### src/rtl/qq_pkg.sv
// Shared types and constants for the qq phase sequencer: FSM state enum,
// default parameter values and the configuration address-width helper.
package qq_pkg;

    typedef enum logic {
        QQ_IDLE = 1'b0,
        QQ_RUN  = 1'b1
    } qq_state_e;

    localparam int QQ_CNT_W  = 5;
    localparam int QQ_PARA_W = 6;
    localparam int QQ_SLOTS  = 3;

    // Addresses 0..slots-1 select a slot register, address slots the terminal count.
    function automatic int qq_addr_w(input int slots);
        return (slots < 1) ? 1 : $clog2(slots + 1);
    endfunction

endpackage

### src/rtl/qq_slot_prio_enc.sv
// Combinational priority encoder: SLOTS-bit match vector to a one-hot
// vector holding only the highest-index set bit (all-zero if none set).
module qq_slot_prio_enc #(
    parameter int SLOTS = 3
) (
    input  logic [SLOTS-1:0] match,
    output logic [SLOTS-1:0] onehot
);

    always_comb begin
        onehot = '0;
        for (int k = 0; k < SLOTS; k++) begin
            if (match[k]) begin
                onehot    = '0;
                onehot[k] = 1'b1;
            end
        end
    end

endmodule

### src/rtl/qq_phase_sequencer.sv
// Echo-indexed phase sequencer with shadow/active config banks and a run FSM.
// Optional sticky per-slot hit flags are built when QQ_SEQ_STICKY_EN is defined.
module qq_phase_sequencer
    import qq_pkg::*;
#(
    parameter int CNT_W  = QQ_CNT_W,
    parameter int PARA_W = QQ_PARA_W,
    parameter int SLOTS  = QQ_SLOTS
) (
    input  logic                         clk_sys,
    input  logic                         rst_n,
    input  logic                         wr_en,
    input  logic [qq_addr_w(SLOTS)-1:0]  wr_addr,
    input  logic [PARA_W-1:0]            wr_data,
    input  logic                         seq_start,
    input  logic                         abort,
    input  logic                         echo_tick,
    input  logic                         state_start,
    output logic [SLOTS:0]               i,
    output logic [CNT_W-1:0]             count_o,
    output logic                         busy,
    output logic                         done,
    output qq_state_e                    state_dbg
`ifdef QQ_SEQ_STICKY_EN
    ,
    output logic [SLOTS-1:0]             hit_flags
`endif
);

    localparam int ADDR_W = qq_addr_w(SLOTS);
    localparam logic [ADDR_W-1:0] TERM_ADDR = ADDR_W'(SLOTS);

    // Control pulses: seq_start is accepted only in IDLE with abort low;
    // abort in RUN wins over a same-cycle terminal echo_tick; done is a
    // one-cycle pulse in the cycle busy falls after a normal completion.
    qq_state_e         state;
    logic [CNT_W-1:0]  count;
    logic              done_q;
    logic [SLOTS:0]    i_q;

    logic [PARA_W-1:0] shadow_slot [SLOTS];
    logic [CNT_W-1:0]  shadow_term;
    logic [PARA_W-1:0] active_slot [SLOTS];
    logic [CNT_W-1:0]  active_term;

    logic [PARA_W-1:0] count_ext;
    logic [SLOTS-1:0]  match;
    logic [SLOTS-1:0]  win;
    logic [SLOTS-1:0]  code;

    assign count_ext = PARA_W'(count);

    always_comb begin
        match = '0;
        for (int k = 0; k < SLOTS; k++) begin
            match[k] = (count_ext == active_slot[k]);
        end
    end

    qq_slot_prio_enc #(
        .SLOTS (SLOTS)
    ) u_prio_enc (
        .match  (match),
        .onehot (win)
    );

    assign code = (state == QQ_RUN) ? win : '0;

    always_ff @(posedge clk_sys or negedge rst_n) begin
        if (!rst_n) begin
            for (int k = 0; k < SLOTS; k++) begin
                shadow_slot[k] <= '0;
            end
            shadow_term <= '0;
        end else if (wr_en) begin
            if (wr_addr < TERM_ADDR) begin
                shadow_slot[wr_addr] <= wr_data;
            end else if (wr_addr == TERM_ADDR) begin
                shadow_term <= wr_data[CNT_W-1:0];
            end
        end
    end

`ifdef QQ_SEQ_STICKY_EN
    logic [SLOTS-1:0] hit_q;
    assign hit_flags = hit_q;
`endif

    always_ff @(posedge clk_sys or negedge rst_n) begin
        if (!rst_n) begin
            state  <= QQ_IDLE;
            count  <= '0;
            done_q <= 1'b0;
            i_q    <= '0;
            for (int k = 0; k < SLOTS; k++) begin
                active_slot[k] <= '0;
            end
            active_term <= '0;
`ifdef QQ_SEQ_STICKY_EN
            hit_q <= '0;
`endif
        end else begin
            done_q <= 1'b0;
            i_q    <= {code, state_start};
`ifdef QQ_SEQ_STICKY_EN
            if (state == QQ_RUN) begin
                hit_q <= hit_q | code;
            end
`endif
            case (state)
                QQ_IDLE: begin
                    if (seq_start && !abort) begin
                        state       <= QQ_RUN;
                        count       <= '0;
                        active_slot <= shadow_slot;
                        active_term <= shadow_term;
`ifdef QQ_SEQ_STICKY_EN
                        hit_q <= '0;
`endif
                    end
                end
                QQ_RUN: begin
                    if (abort) begin
                        state <= QQ_IDLE;
                    end else if (echo_tick) begin
                        if (count == active_term) begin
                            state  <= QQ_IDLE;
                            done_q <= 1'b1;
                        end else begin
                            count <= count + 1'b1;
                        end
                    end
                end
                default: state <= QQ_IDLE;
            endcase
        end
    end

    assign i         = i_q;
    assign count_o   = count;
    assign busy      = (state == QQ_RUN);
    assign done      = done_q;
    assign state_dbg = state;

endmodule

### config.mk
export PLATFORM = sky130hd
export DESIGN_NAME = qq_phase_sequencer
export DESIGN_NICKNAME = d
export VERILOG_FILES = /design/src/rtl/qq_pkg.sv /design/src/rtl/qq_slot_prio_enc.sv /design/src/rtl/qq_phase_sequencer.sv
export SDC_FILE = /design/constraint.sdc
export NUM_CORES = 1
export LEC_CHECK = 0
export BUFFER_PORTS_ARGS = -buffer_cell sky130_fd_sc_hd__clkbuf_2
export CORE_ASPECT_RATIO = 0.6
export CORE_MARGIN = 2
export CORE_UTILIZATION = 30
export DETAILED_ROUTE_END_ITERATION = 16
export PLACE_DENSITY = 0.54
export SYNTH_ARGS = -nofsm -noshare
export SYNTH_HDL_FRONTEND = slang
export SYNTH_SLANG_ARGS = --single-unit
### constraint.sdc
create_clock -name clk_sys -period 1.9 [get_ports clk_sys]
set_input_delay 0 -clock clk_sys [delete_from_list [all_inputs] [get_ports clk_sys]]
set_output_delay 0 -clock clk_sys [all_outputs]
set_load 0.01 [all_outputs]
Yosys cells after proc, flatten, opt, wreduce, memory -nomap -nowiden
Cells that the tools add are included.
- output and inout port bits: 12
- bits in read-only memories: 0
- memory bits (writable): 0
- register bits: 57
- word-level logic and storage cells: 56
- bits of input ports: 15
- bits in latches: 0
- memories: 0
- bitwise operators: 3
- multipliers: 0
- reductions and logical operators: 7
- magnitude comparators: 3
- mux-type cells: 21
- eq/ne operators: 9
- divide/modulo/power cells: 0
- shifts and indexed selects: 0
- $add $sub $neg: 1
- operators with widths (cell ; number):
    $mux 5 ; 4
    $bwmux 18 ; 1
    $eq 5x6->1 ; 3
    $demux 6 s2 ; 1
    $pmux 5 s2 ; 1
    $mux 1 ; 9
    $ne 2x2->1 const B ; 4
    $mux 3 ; 2
    $mux 6 ; 1
    $add 5x1->5 const B ; 1
    $eq 5x5->1 ; 1
    $reduce_and 2->1 ; 2
    $reduce_and 4->1 ; 1
    $ge 3x3->1 const B ; 1
    $lt 3x1->1 const B ; 1
    $not 2->3 ; 1
    $reduce_and 3->1 ; 1
    $eq 2x2->1 const B ; 1
    $logic_and 1x1->1 ; 2
    $lt 2x2->1 const B ; 1
    $mux 2 ; 1
    $not 1->1 ; 2
    $pmux 1 s2 ; 1
    $logic_not 1->1 ; 1

Longest topological paths before layout
- depth in word-level cells: 6
- depth in mapped cells: 6
- mapped depth without buffers: 5

Cells and area by module
A second synthesis with hierarchy kept.
- cells, all modules: 174
- area, all modules: 2504.9 um^2
- modules (own cells, without submodules) (module ; area an instance (um^2) ; cells each ; sequential area each (um^2) ; times used):
    qq_phase_sequencer ; 2478.6 ; 171 ; 1426.4 ; 1
    qq_slot_prio_enc ; 26.3 ; 3 ; 0.0 ; 1

Least setup slack after synthesis
Ideal clock, no wire load.
- kind: register to register
- from: register count[0] (netlist: count_o[0])
- to: register count[2] (netlist: count_o[2])
- buffers on the path: 1
- period minus slack after synthesis: 1579 ps
- cell stages (with the launch flop): 7
- slack: 321 ps
- data required time: 1776 ps
- setup time: 124 ps
- data arrival time: 1455 ps
- cells stage by stage: dfrtp_1 > buf_6 > xor2_2 > nor3_2 > a31o_4 > nor2b_4 > a211o_1
- word-level cells in the longest chain between the ends: 5
- elaborated cells on any way between the ends: 8
- classes of those cells: add/sub: 1; eq/ne: 2; mux: 4; reduce/logical: 1
- ends and longest elaborated chain (item ; RTL line ; source):
    start: declaration ; qq_phase_sequencer.sv:37 ; logic [CNT_W-1:0] count;
    start signal: assignment ; qq_phase_sequencer.sv:130 ; count <= count + 1'b1;
    $add 5x1->5 ; qq_phase_sequencer.sv:130 ;
    $mux 5 ; qq_phase_sequencer.sv:126 ; if (count == active_term) begin
    $mux 5 ; qq_phase_sequencer.sv:125 ; end else if (echo_tick) begin
    $mux 5 ; qq_phase_sequencer.sv:123 ; if (abort) begin
    $pmux 5 s2 ; qq_phase_sequencer.sv:110 ; case (state)
Several ways; a longest one is shown, not always the timed one. The select of a mux whose other input is x is not followed.
A chain may end at the register's enable or synchronous reset.

Worst setup path in the final report
- from: register count[2] (netlist: count_o[2])
- to: register count[2] (netlist: count_o[2])
Same word-level chain as after synthesis.

==> flow_summary.ini <==
[status]
status = finished, final reports clean

[final_layout]
final_area_um2 = 3162
nFillCells = 754
multi_input_area_um2 = 1003
drive_gt1_frac = 0.3423
area_growth_pct = 26.29
nNetsFinal = 234
instances_no_fill = 330
seq_area_um2 = 1426
n_antenna_cell = 0

[placement]
portBuffers = 26
hpwl_um = 3613
dp_cells = 305
place.gp.congestion = 0.8524
placed_area_um2 = 2765

[critical_path]
slowest_stage = dfrtp_1
worstPathRequired_ns = 2.11
cp-start-kind = flip-flop
cp_num_cells = 4
worst-path-buf-inv = 0
end_kind = flip-flop
r2r_cells = 4
cp_max_fo = 10
path_class = reg2reg
slowest_delay_ns = 0.60
crit_chain = xnor2_1 -> a31o_4 -> nor2b_4 -> a211o_1
cp.arrival_ns = 1.80
path_delay_family = flip-flops

[drt]
antenna_left = 0
drtPass1Iterations = 4
routed_wl_um = 5050
initialDrtViolationCount = 88
viasPerCell = 4.488
drc = 0
routedWlPerCell_um = 15.30
vias = 1481

[hold_path]
hold_class = in2reg
worstHoldPathCells = 3

[clock_tree]
tritoncts = built
cts_buffers = 9
cts_root_buf = clkbuf_16
htreeDepth = 3
clock_sinks = 57
clkLatencyLatePin_ns = 0.33
clk_path_buf_depth = 2
postCtsSetupBuffers = 0
cts.clk_slew.worst_paths_ns = 0.05

[timing]
max_slew_margin = 0.5946
finalCriticalPeriod_ns = 1.586
drv_slew = 0
skew_ns = 0.006011
worst_slew_pin_slew_ns = 0.6054
period_share = 0.8347
rsz0062_at_grt = false
finalHoldViolCount = 0
setup_violations = 0
tns_ns = 0
hold_slack_ns = 0.1549
clock.fmax_mhz = 630.6

[die]
die_w_um = 121.9
core-area_um2 = 7976
fp-row-count = 25
die_h_um = 74.76
pin_count = 27
die-area_um2 = 9116
initial_core_util = 0.3139

[synthesis]
post-synth-top-area-fraction = 0.5697
ys_types = 29
synth-seq-cells = 57
syn_area_um2 = 2504
netlist_instances = 174
synth_fp_nets = 190
ys_warn_count = 0
synth_area_leaders = dfrtp_1, mux2_1, mux2_2
post_synth.cell_area_avg_um2 = 14.39
yosysTopAreaCell = dfrtp_1
ys_seq_area_frac = 0.5697

[global_route]
grt.total_usage = 0.1296
antenna_found_initial = 0
overflow = 0
grt_max_degree = 38
grt_pass1_wl_um = 8211
grt_pass1_vias = 1455

[power_and_ir_drop]
power-per-cell-area_nw_per_um2 = 1405
p_leak_uw = 0.001410
vdd_drop_max_uv = 492.3

[run]
maxCapViolations = 0
## registers in the layout, summed over array words and instances, names as in the netlist
register     flops
done             1
active_slot     18
active_term      5
shadow_term      5
shadow_slot     18
i                4
count_o          5
busy             1
## metrics by stage
| step | util | worst slack [ns] | power, uW |
|---|---|---|---|
| after floorplan | - | 0.3209 | 2566 |
| after global placement | 0.3467 | 0.3119 | 2873 |
| after detailed placement | 0.3467 | 0.3086 | 2873 |
| after CTS | 0.3964 | 0.3035 | 4511 |
| after global routing | 0.3964 | 0.2015 | 4731 |
| final | 0.3964 | 0.3141 | 4443 |
## path summary, 6_finish.rpt
check | from | endpoint | slack, ns
setup / recovery | count_o[2]$_DFFE_PN0P_ | count_o[2]$_DFFE_PN0P_ | 0.31
hold / removal | wr_addr[1] | shadow_slot[17]$_DFFE_PN0P_ | 0.15
setup reg to reg | count_o[2]$_DFFE_PN0P_ | count_o[2]$_DFFE_PN0P_ | 0.31
hold reg to reg | shadow_slot[1]$_DFFE_PN0P_ | active_slot[1]$_DFFE_PN0P_ | 0.48
max in group asynchronous | rst_n | i[0]$_DFF_PN0_ | 1.11
min in group asynchronous | rst_n | count_o[3]$_DFFE_PN0P_ | 0.21
## synth_stat cells (all sizes together)
| cell | count |
|---|---|
| a211o | 1 |
| nor2b | 1 |
| a21o | 4 |
| ha | 1 |
| nor3 | 3 |
| o31ai | 2 |
| xor2 | 6 |
| mux2 | 46 |
| xnor2 | 14 |
| nand3b | 3 |
| nor3b | 3 |
| or3 | 2 |
| a31o | 1 |
| nand2 | 4 |
| o21ai | 1 |
| nand3 | 5 |
| nor2 | 5 |
| buf | 8 |
| dfrtp | 57 |
| and2b | 1 |
| inv | 2 |
| nand4 | 4 |
## tightest hold or removal path: stages
cell and delay [ns]:
clkbuf_2 0.11, nor3b_2 0.10, mux2_2 0.23
## cells by family after synthesis
kind of cell / share of synthesized area
adders and majority gates: 0.004997
AOI/OAI and AO/OA: 0.03048
xor gates and xnor gates: 0.07896
buffers and inverters: 0.02948
DFF: 0.5697
muxes: 0.2069
and+or+nand+nor: 0.07946
## metal layers
layer / global-route usage / routed length, um / up-vias
li1: - / - / 698
met1: 0.1967 / 2779 / 738
met2: 0.1502 / 1808 / 37
met3: 0.06894 / 399 / 8
met4: 0.04215 / 63 / 0
met5: 0 / 0 / -
## layout make-up
class                   instances  area share
repair buffers                 41     0.09260
clock buffers                  12     0.08112
clock inverters                 3     0.01266
flip-flops and latches         57      0.4511
multi-input cells             107      0.3174
well taps                     108     0.04274
inverters                       2    0.002374
## where the power goes
part	total (uW)	switching (uW)	internal, uW
logic	975	423	552
clock network	1580	514	1070
registers	1880	332	1550
## repair_timing
| item | CTS | global route |
|---|---|---|
| gates resized for setup | 0 | 0 |
| hold buffers | 10 | 0 |
| hold endpoints to repair | 45 | 0 |
## cell usage in the layout (no fill, tap or decap), types with 2 or more instances in the layout
cell type      synthesis  routed
a21o_1                 4       4
buf_12                 0       2
buf_4                  3       3
clkbuf_16              0       9
clkbuf_2               0      26
clkbuf_8               0       2
clkinv_2               0       2
dfrtp_1               57      57
dlygate4sd3_1          0      10
inv_1                  2       2
mux2_1                23      23
mux2_2                23      23
nand2_1                4       4
nand3_1                5       5
nand3b_1               3       3
nand4_1                4       4
nor2_1                 5       5
nor3_1                 2       2
o31ai_1                2       2
or3_1                  2       2
xnor2_1               14      14
xor2_1                 3       3
xor2_2                 3       3
No activity file was read; power rests on OpenSTA's default activity.
